## src/rtl/icetap_recorder.sv

```systemverilog
// icetap capture engine: samples the probed signals, evaluates the store/trigger masks,
// records into a circular RAM and serves sequential readback, all on src_clk.
module icetap_recorder #(
  parameter int NR_SIGNALS      = 16,
  parameter int RECORD_DEPTH    = 256,
  parameter int POST_SAMPLES    = 128,
  parameter bit COMPLEX_STORE   = 1'b1,
  parameter bit COMPLEX_TRIGGER = 1'b1,
  localparam int RAM_ADDR_BITS  = $clog2(RECORD_DEPTH)
) (
  input  logic                      src_clk,
  input  logic                      src_reset,
  input  logic [NR_SIGNALS-1:0]     signals_in,
  input  logic                      start,
  input  logic                      store_always,
  input  logic                      trigger_always,
  input  logic [3*NR_SIGNALS-1:0]   store_mask_vec,
  input  logic [3*NR_SIGNALS-1:0]   trigger_mask_vec,
  output logic [1:0]                state,
  output logic [RAM_ADDR_BITS-1:0]  start_addr,
  output logic [RAM_ADDR_BITS-1:0]  trigger_addr,
  output logic [RAM_ADDR_BITS-1:0]  stop_addr,
  input  logic                      read_req_first,
  input  logic                      read_req_next,
  output logic [NR_SIGNALS-1:0]     read_data
);

  localparam logic [1:0] IDLE = 2'd0;
  localparam logic [1:0] PRE  = 2'd1;
  localparam logic [1:0] POST = 2'd2;
  localparam logic [1:0] DONE = 2'd3;

  localparam int                 CNT_W       = RAM_ADDR_BITS + 1;
  localparam logic [CNT_W-1:0]   FULL        = CNT_W'(RECORD_DEPTH);
  localparam logic [CNT_W-1:0]   POST_TARGET = CNT_W'(POST_SAMPLES);

  // Each signal contributes a care bit and a term; codes 0 and 7 leave care low.
  function automatic logic mask_match(input logic [3*NR_SIGNALS-1:0] mask,
                                      input logic [NR_SIGNALS-1:0]   cur,
                                      input logic [NR_SIGNALS-1:0]   prev);
    logic [NR_SIGNALS-1:0] care;
    logic [NR_SIGNALS-1:0] term;
    care = '0;
    term = '0;
    for (int i = 0; i < NR_SIGNALS; i++) begin
      case (mask[3*i +: 3])
        3'd1: begin care[i] = 1'b1; term[i] = ~cur[i];            end
        3'd2: begin care[i] = 1'b1; term[i] = cur[i];             end
        3'd3: begin care[i] = 1'b1; term[i] = ~prev[i] & cur[i];  end
        3'd4: begin care[i] = 1'b1; term[i] = prev[i] & ~cur[i];  end
        3'd5: begin care[i] = 1'b1; term[i] = prev[i] ^ cur[i];   end
        3'd6: begin care[i] = 1'b1; term[i] = ~(prev[i] ^ cur[i]); end
        default: ;
      endcase
    end
    return (|care) & (&(term | ~care));
  endfunction

  logic [NR_SIGNALS-1:0]     s;
  logic [NR_SIGNALS-1:0]     p;
  logic [RAM_ADDR_BITS-1:0]  wr_addr;
  logic [CNT_W-1:0]          fill;
  logic [CNT_W-1:0]          post_cnt;
  logic [RAM_ADDR_BITS-1:0]  rd_addr;
  logic [RAM_ADDR_BITS-1:0]  rd_next;
  logic                      rd_en;
  logic                      rd_pend;
  logic [NR_SIGNALS-1:0]     ram [RECORD_DEPTH];
  logic [NR_SIGNALS-1:0]     ram_q;
  logic                      store;
  logic                      trig;
  logic                      do_write;

  assign store = store_always |
                 (COMPLEX_STORE ? mask_match(store_mask_vec, s, p) : 1'b0);
  assign trig  = trigger_always |
                 (COMPLEX_TRIGGER ? mask_match(trigger_mask_vec, s, p) : 1'b0);

  // A start pulse restarts the recording and suppresses the write of that cycle.
  always_comb begin
    do_write = 1'b0;
    if (!src_reset && !start) begin
      case (state)
        PRE:     do_write = trig | store;
        POST:    do_write = store;
        default: do_write = 1'b0;
      endcase
    end
  end

  always_ff @(posedge src_clk) begin
    if (src_reset) begin
      s <= '0;
      p <= '0;
    end else begin
      s <= signals_in;
      p <= s;
    end
  end

  always_ff @(posedge src_clk) begin
    if (src_reset) begin
      state        <= IDLE;
      wr_addr      <= '0;
      fill         <= '0;
      post_cnt     <= '0;
      start_addr   <= '0;
      trigger_addr <= '0;
      stop_addr    <= '0;
    end else if (start) begin
      state        <= PRE;
      wr_addr      <= '0;
      fill         <= '0;
      post_cnt     <= '0;
      start_addr   <= '0;
      trigger_addr <= '0;
      stop_addr    <= '0;
    end else begin
      if (do_write) begin
        wr_addr <= wr_addr + 1'b1;
        // Once the ring is full every write evicts the oldest sample.
        if (fill == FULL) start_addr <= wr_addr + 1'b1;
        else              fill       <= fill + 1'b1;
      end
      case (state)
        PRE: begin
          if (trig) begin
            trigger_addr <= wr_addr;
            post_cnt     <= '0;
            if (POST_SAMPLES == 0) begin
              stop_addr <= wr_addr;
              state     <= DONE;
            end else begin
              state <= POST;
            end
          end
        end
        POST: begin
          if (store) begin
            post_cnt <= post_cnt + 1'b1;
            if (post_cnt + 1'b1 == POST_TARGET) begin
              stop_addr <= wr_addr;
              state     <= DONE;
            end
          end
        end
        default: ;
      endcase
    end
  end

  // Read requests are only honoured while not recording.
  always_comb begin
    rd_en   = 1'b0;
    rd_next = rd_addr;
    if (!src_reset && (state == IDLE || state == DONE)) begin
      if (read_req_first) begin
        rd_en   = 1'b1;
        rd_next = start_addr;
      end else if (read_req_next) begin
        rd_en   = 1'b1;
        rd_next = rd_addr + 1'b1;
      end
    end
  end

  always_ff @(posedge src_clk) begin
    if (do_write) ram[wr_addr] <= s;
    if (rd_en)    ram_q        <= ram[rd_next];
  end

  always_ff @(posedge src_clk) begin
    if (src_reset) begin
      rd_addr   <= '0;
      rd_pend   <= 1'b0;
      read_data <= '0;
    end else begin
      rd_pend <= rd_en;
      if (rd_en)   rd_addr   <= rd_next;
      if (rd_pend) read_data <= ram_q;
    end
  end

endmodule
```

## config.mk

```make
export PLATFORM = sky130hd
export DESIGN_NAME = icetap_recorder
export DESIGN_NICKNAME = d
export VERILOG_FILES = /design/src/rtl/icetap_recorder.sv
export SDC_FILE = /design/constraint.sdc
export NUM_CORES = 2
export LEC_CHECK = 0
export CAP_MARGIN = 20
export CORE_MARGIN = 10
export CORE_UTILIZATION = 45
export DETAILED_ROUTE_END_ITERATION = 7
export PLACE_DENSITY_LB_ADDON = 0.25
export RECOVER_POWER = 25
export SETUP_SLACK_MARGIN = 0.2
export SYNTH_ARGS = -nofsm -noshare
export SYNTH_HDL_FRONTEND = slang
export SYNTH_SLANG_ARGS = --single-unit
export TNS_END_PERCENT = 10
```

## constraint.sdc

```tcl
create_clock -name src_clk -period 9.05 [get_ports src_clk]
set_clock_uncertainty 0.05 [all_clocks]
set_input_delay 2.2625 -clock src_clk [delete_from_list [all_inputs] [get_ports src_clk]]
set_output_delay 2.2625 -clock src_clk [all_outputs]
set_load 0.1 [all_outputs]
```

# Word level (Yosys, flattened, before mapping)
# Memory sizes are Yosys's and may differ from the RTL's. A register that Yosys moved wholly into a read port is not among the register bits.
# Cells that the tools add are included.
# word_totals
output_inout_bits	42
reg_bits	109
ram_bits	4096
inputBits	119
word_cells	461
n_memories	1
# memory_table
memory	depth	word_bits	read_ports	rd_ports_with_merged_regs	wr	line	rtl
ram	256	16	1	1	1	68	logic [NR_SIGNALS-1:0] ram [RECORD_DEPTH];
# op_classes
muxes	82
bitwise_logic	106
eq_ne	203
add_sub_neg	4
n_reduce_logical	52
# op_table
cell	n
$eq 3x3->1 const B	96
$eq 3x2->1 const B	64
$pmux 1 s6	32
$reduce_or 6->1	32
$eq 3x1->1 const B	32
$not 1->1	49
$mux 1	39
$and 1x1->1	34
$not 16->16	2
$or 16x16->16	2
$reduce_and 16->1	2
$reduce_or 16->1	2
$mux 8	3
$add 9x1->9 const B	2
$mux 9	2
$pmux 9 s2	1
$add 8x1->8 const B	2
$xor 1x1->1	16
$eq 9x8->1 const B	1
$eq 9x9->1 const B	1
$ne 3x3->1 const B	3
$reduce_and 4->1	2
$mux 2	3
$ne 2x2->1 const B	3
14 further kinds	22

# Logic depth before layout (Yosys ltp)
# logic_depth
word_depth	13
ltp_mapped	17
depth_no_buf	11

# Worst setup path before layout
# No wires, ideal clock.
# synth_path
path_kind	register to register
start	register s[13]
end	memory ram[115][0], enable pin
n_path_buf	2
required_ns	8.570
setup_time_ns	0.430
setup_slack_ns	0.580
path_stages_with_launch	13
synth_period_minus_slack_ns	8.470
arrival_ns	7.989
path_cell_list	dfxtp_1 -> inv_1 -> ha_1 -> o311a_1 -> o21bai_1 -> and4_1 -> nand4_1 -> o41a_1 -> o22ai_2 -> nand2_1 -> buf_2 -> buf_2 -> nor4_1
# synth_between
elab_chain_cells	12
word_cells_on_any_way	20
cone_classes	6 x mux; 12 x bitwise; 2 x reduce/logical
# synth_lines
item	line	rtl
start: declaration	59	logic [NR_SIGNALS-1:0] s;
start signal: assignment	96	s <= signals_in;
$xor 1x1->1 / $not 1->1 (equally long branches)	--	
$not 1->1 / $and 1x1->1 (equally long branches)	52, 50	
$pmux 1 s6	46	case (mask[3*i +: 3])
$or 16x16->16	56	return (|care) & (&(term | ~care));
$reduce_and 16->1	56	
$and 1x1->1	56	
$or 1x1->1, on equally long branches	76, 74	
$or 1x1->1	84	PRE: do_write = trig | store;
$pmux 1 s2 (*)	83	case (state)
$mux 1 (*)	82	if (!src_reset && !start) begin
$mux 1 (*)	168	if (do_write) ram[wr_addr] <= s;
$mux 1 (not written as such) (*)	168	
end: declaration	68	
# Every way passes the cells marked *; elsewhere a longest branch is shown, timed or not.

# Worst setup path in the final report
# layout_path
start	input read_req_first
end	register ram_q[9] (read register of ram) (data pin)
# layout_between
elab_chain_cells	2
word_cells_on_any_way	4
cone_classes	4 x mux
# layout_lines
item	line	rtl
start: declaration	23	input logic read_req_first,
$mux 8 / $mux 1 (equally long branches)	157	if (read_req_first) begin
$mux 8 / $mux 1 (equally long branches)	156	if (!src_reset && (state == IDLE || state == DONE)) begin
end: declaration	69	logic [NR_SIGNALS-1:0] ram_q;
# Several ways; a longest one is shown, not always the timed one.
# A chain may end at the register's enable or synchronous reset.

==> flow_summary.json <==
{
  "status": "finished, violations left",
  "violations": "max-capacitance violations, max-slew violations",
  "r2r_cells": 11,
  "hold-path-cell-count": 2,
  "gp_congestion": 0.882,
  "final_area_sq_um": 189000,
  "grt_pass1_wl_mm": 663,
  "cts_buffers": 428,
  "cpMostUsedCell": "a22oi_1",
  "ys.flop_type": "edfxtp_1",
  "max_freq_mhz": 129,
  "wl_mm": 465,
  "path_cells": "clkdlybuf4s50_1 -> and2_1 -> o21ai_1 -> and2_4 -> buf_12 -> mux4_2 -> a22oi_1 -> nand3_1 -> or3_1 -> a22oi_1 -> o211ai_1",
  "dp_hpwl_mm": 278,
  "layout_common_cells": "edfxtp_1 (4112), mux4_2 (872), nand3_1 (637)",
  "grt_usage": 0.232,
  "power.density_nw_per_um2": 220,
  "core_sq_um": 366000,
  "finalCriticalPeriod_ns": 7.77,
  "hold_violations": 0,
  "start_util": 0.452,
  "fin_crit_sh": 0.858,
  "dieArea_sq_um": 392000,
  "drv_slew": 2237,
  "clk_latency_ns": 1.00,
  "netlist.top_cell.by_area": "edfxtp_1",
  "setup_viol": 0,
  "postSynthCellCount": 8538,
  "cts_buffer_depth": 4,
  "port-buffer-count": 160,
  "crit_slowest_cell": "a22oi_1",
  "fill_cells": 28600,
  "synth_top_area_share": 0.747,
  "cts_setup_buffers": 0,
  "critPathKind": "in2reg",
  "synth_area_leaders": "edfxtp_1 (75%), mux4_2 (12%), nand3_1 (1.9%)",
  "slew_headroom": -2.06,
  "avgSynthCellArea_sq_um": 19.4,
  "chipHeight_um": 626,
  "cp.depth": 11,
  "dieWidth_um": 626,
  "cp-start-kind": "input pin",
  "synth_nets": 8699,
  "cts-htree-levels": 5,
  "dpl-instance-area_sq_um": 175000,
  "ys_types": 87,
  "place_ws_ns": 0.479,
  "path_clk_slew_ns": 0.06,
  "ctsRootBufferMaster": "clkbuf_16",
  "syn2layout_area_growth_pct": 14.5,
  "clock_sinks": 4221,
  "path_max_fanout": 35,
  "vias": 89600,
  "fp-row-count": 222,
  "cp.arrival_ns": 8.34,
  "hold_path.class": "reg2reg",
  "leakagePower_nw": 63.1,
  "postSynth.asyncResetShare": 0,
  "critical_path.endpoint_type": "flop",
  "crit_required_ns": 9.62,
  "drtIter0Drc": 12100,
  "drive_gt1_frac": 0.228,
  "hold_ws_ns": 0.422,
  "finalWorstSetupSlack_ns": 1.28,
  "grt_pass1_vias": 87800,
  "tns_ns": 0,
  "cap_violations": 35,
  "first_pass_iters": 6,
  "ant_nets": 0,
  "multi_input_area_sq_um": 37700,
  "ctsResizeCount": 0,
  "tritoncts": "done",
  "ios": 161,
  "synth.yosys.seq_area_share": 0.761,
  "seq_area_sq_um": 126000,
  "worstMarginPinSlew_ns": 4.59,
  "gr-total-overflow": 0,
  "ys_ff_latch": 4221,
  "viasPerCell": 6.30,
  "final_common_cell": "edfxtp_1",
  "grt_max_degree": 180,
  "rsz0062_at_grt": "false",
  "postCtsHoldBufs": 0,
  "antenna_found_initial": 31,
  "final_util": 0.517,
  "slowest_delay_ns": 1.26,
  "cpLargestDelayFamily": "compound AO/OA/AOI/OAI gates",
  "fin_nets": 9209,
  "drc": 0,
  "ir_drop_v": 0.000162,
  "yosysWarnings": 0,
  "synth_edf_count": 4112,
  "netlist_area_sq_um": 165000,
  "wire_per_inst_um": 32.7,
  "critPathBufInv": 2
}
worst paths after layout:
check                       start               endpoint  slack (ns)
max reg2reg      s[14]$_SDFF_PP0_  ram[102][2]$_DFFE_PP_        1.32
min reg2reg  fill[8]$_SDFFE_PN0P_   fill[8]$_SDFFE_PN0P_        0.42
max                read_req_first     ram_q[9]$_DFFE_PP_        1.28
min          fill[8]$_SDFFE_PN0P_   fill[8]$_SDFFE_PN0P_        0.42
metal layers:
metal | routed length [um] | track usage | vias up
met5 | 33 | 0 | -
met4 | 20000 | 0.0850 | 6
met3 | 43400 | 0.0478 | 805
met2 | 218000 | 0.362 | 4566
met1 | 184000 | 0.325 | 47600
li1 | - | - | 36700
state kept, by name, indices dropped and copies added (netlist names), 9 cells and up:
signal and flops:
fill 9, p 16, post_cnt 9, ram 4096
ram_q 16, read_data 16, s 16
final cells by class:
class,instances,area share
timing repair buffer,637,0.0312
inverter,80,0.00159
sequential,4221,0.665
clock buffer,533,0.0596
multi-input combinational,3680,0.199
clock inverter,240,0.0119
antenna,12,0.000159
tap,4816,0.0319
logic make-up (layout without fill, tap and decap cells):
family | count (synthesis) | after routing | share of synthesized area
AOI/OAI and AO/OA | 977 | 977 | 0.0414
other | 0 | 12 | 0
and+or+nand+nor | 1687 | 1687 | 0.0529
DFF | 4221 | 4221 | 0.761
muxes | 966 | 966 | 0.125
xor gates and xnor gates | 8 | 8 | 0.000424
buffers and inverters | 637 | 1490 | 0.0169
adders and majority gates | 42 | 42 | 0.00318
per-stage QoR:
| step | total power, W | std cells |
|---|---|---|
| 6_report | 0.0417 | 14200 |
| 5_1_grt | 0.0429 | 14200 |
| 2_1_floorplan | 0.0237 | 8538 |
| 4_1_cts | 0.0419 | 14200 |
| 3_3_place_gp | 0.0248 | 13400 |
| 3_5_place_dp | 0.0249 | 13400 |
synth_stat cells (8+ instances only):
master / count
nor2_1: 212
a22o_1: 68
inv_1: 79
a211oi_1: 15
clkbuf_1: 318
nand4b_1: 8
buf_1: 59
and4_1: 16
nor2b_1: 26
nand3b_1: 8
a221oi_1: 31
o311ai_0: 8
nand2_1: 273
a2bb2oi_1: 22
ha_1: 42
nor3_1: 112
mux4_2: 872
nor3b_1: 17
a31oi_1: 13
o22ai_1: 50
nor3_2: 39
nor4_1: 39
a22oi_1: 332
nand3_1: 638
nand2b_1: 13
buf_2: 137
dfxtp_1: 109
mux2i_1: 85
nand4_1: 162
and3_1: 38
edfxtp_1: 4112
o21ai_0: 217
o31ai_1: 14
o211ai_1: 27
a32oi_1: 24
or3_1: 56
buf_4: 22
buf_6: 18
a21oi_1: 83
worst reg2reg max path, delay by kind of cell (launching register included):
family / cells / cell delay (ns)
buffers and inverters: 2 / 0.79
adders and majority gates: 1 / 0.56
and+or+nand+nor: 3 / 1.62
DFF: 1 / 2.68
AOI/OAI and AO/OA: 5 / 1.70
report_power, final:
group	internal [W]	total, W	switching [W]
clock	0.00983	0.0172	0.00738
combinational	0.00100	0.00288	0.00188
sequential	0.0215	0.0216	0.000108
total	0.0323	0.0417	0.00936
No activity file was read; power rests on OpenSTA's default activity.
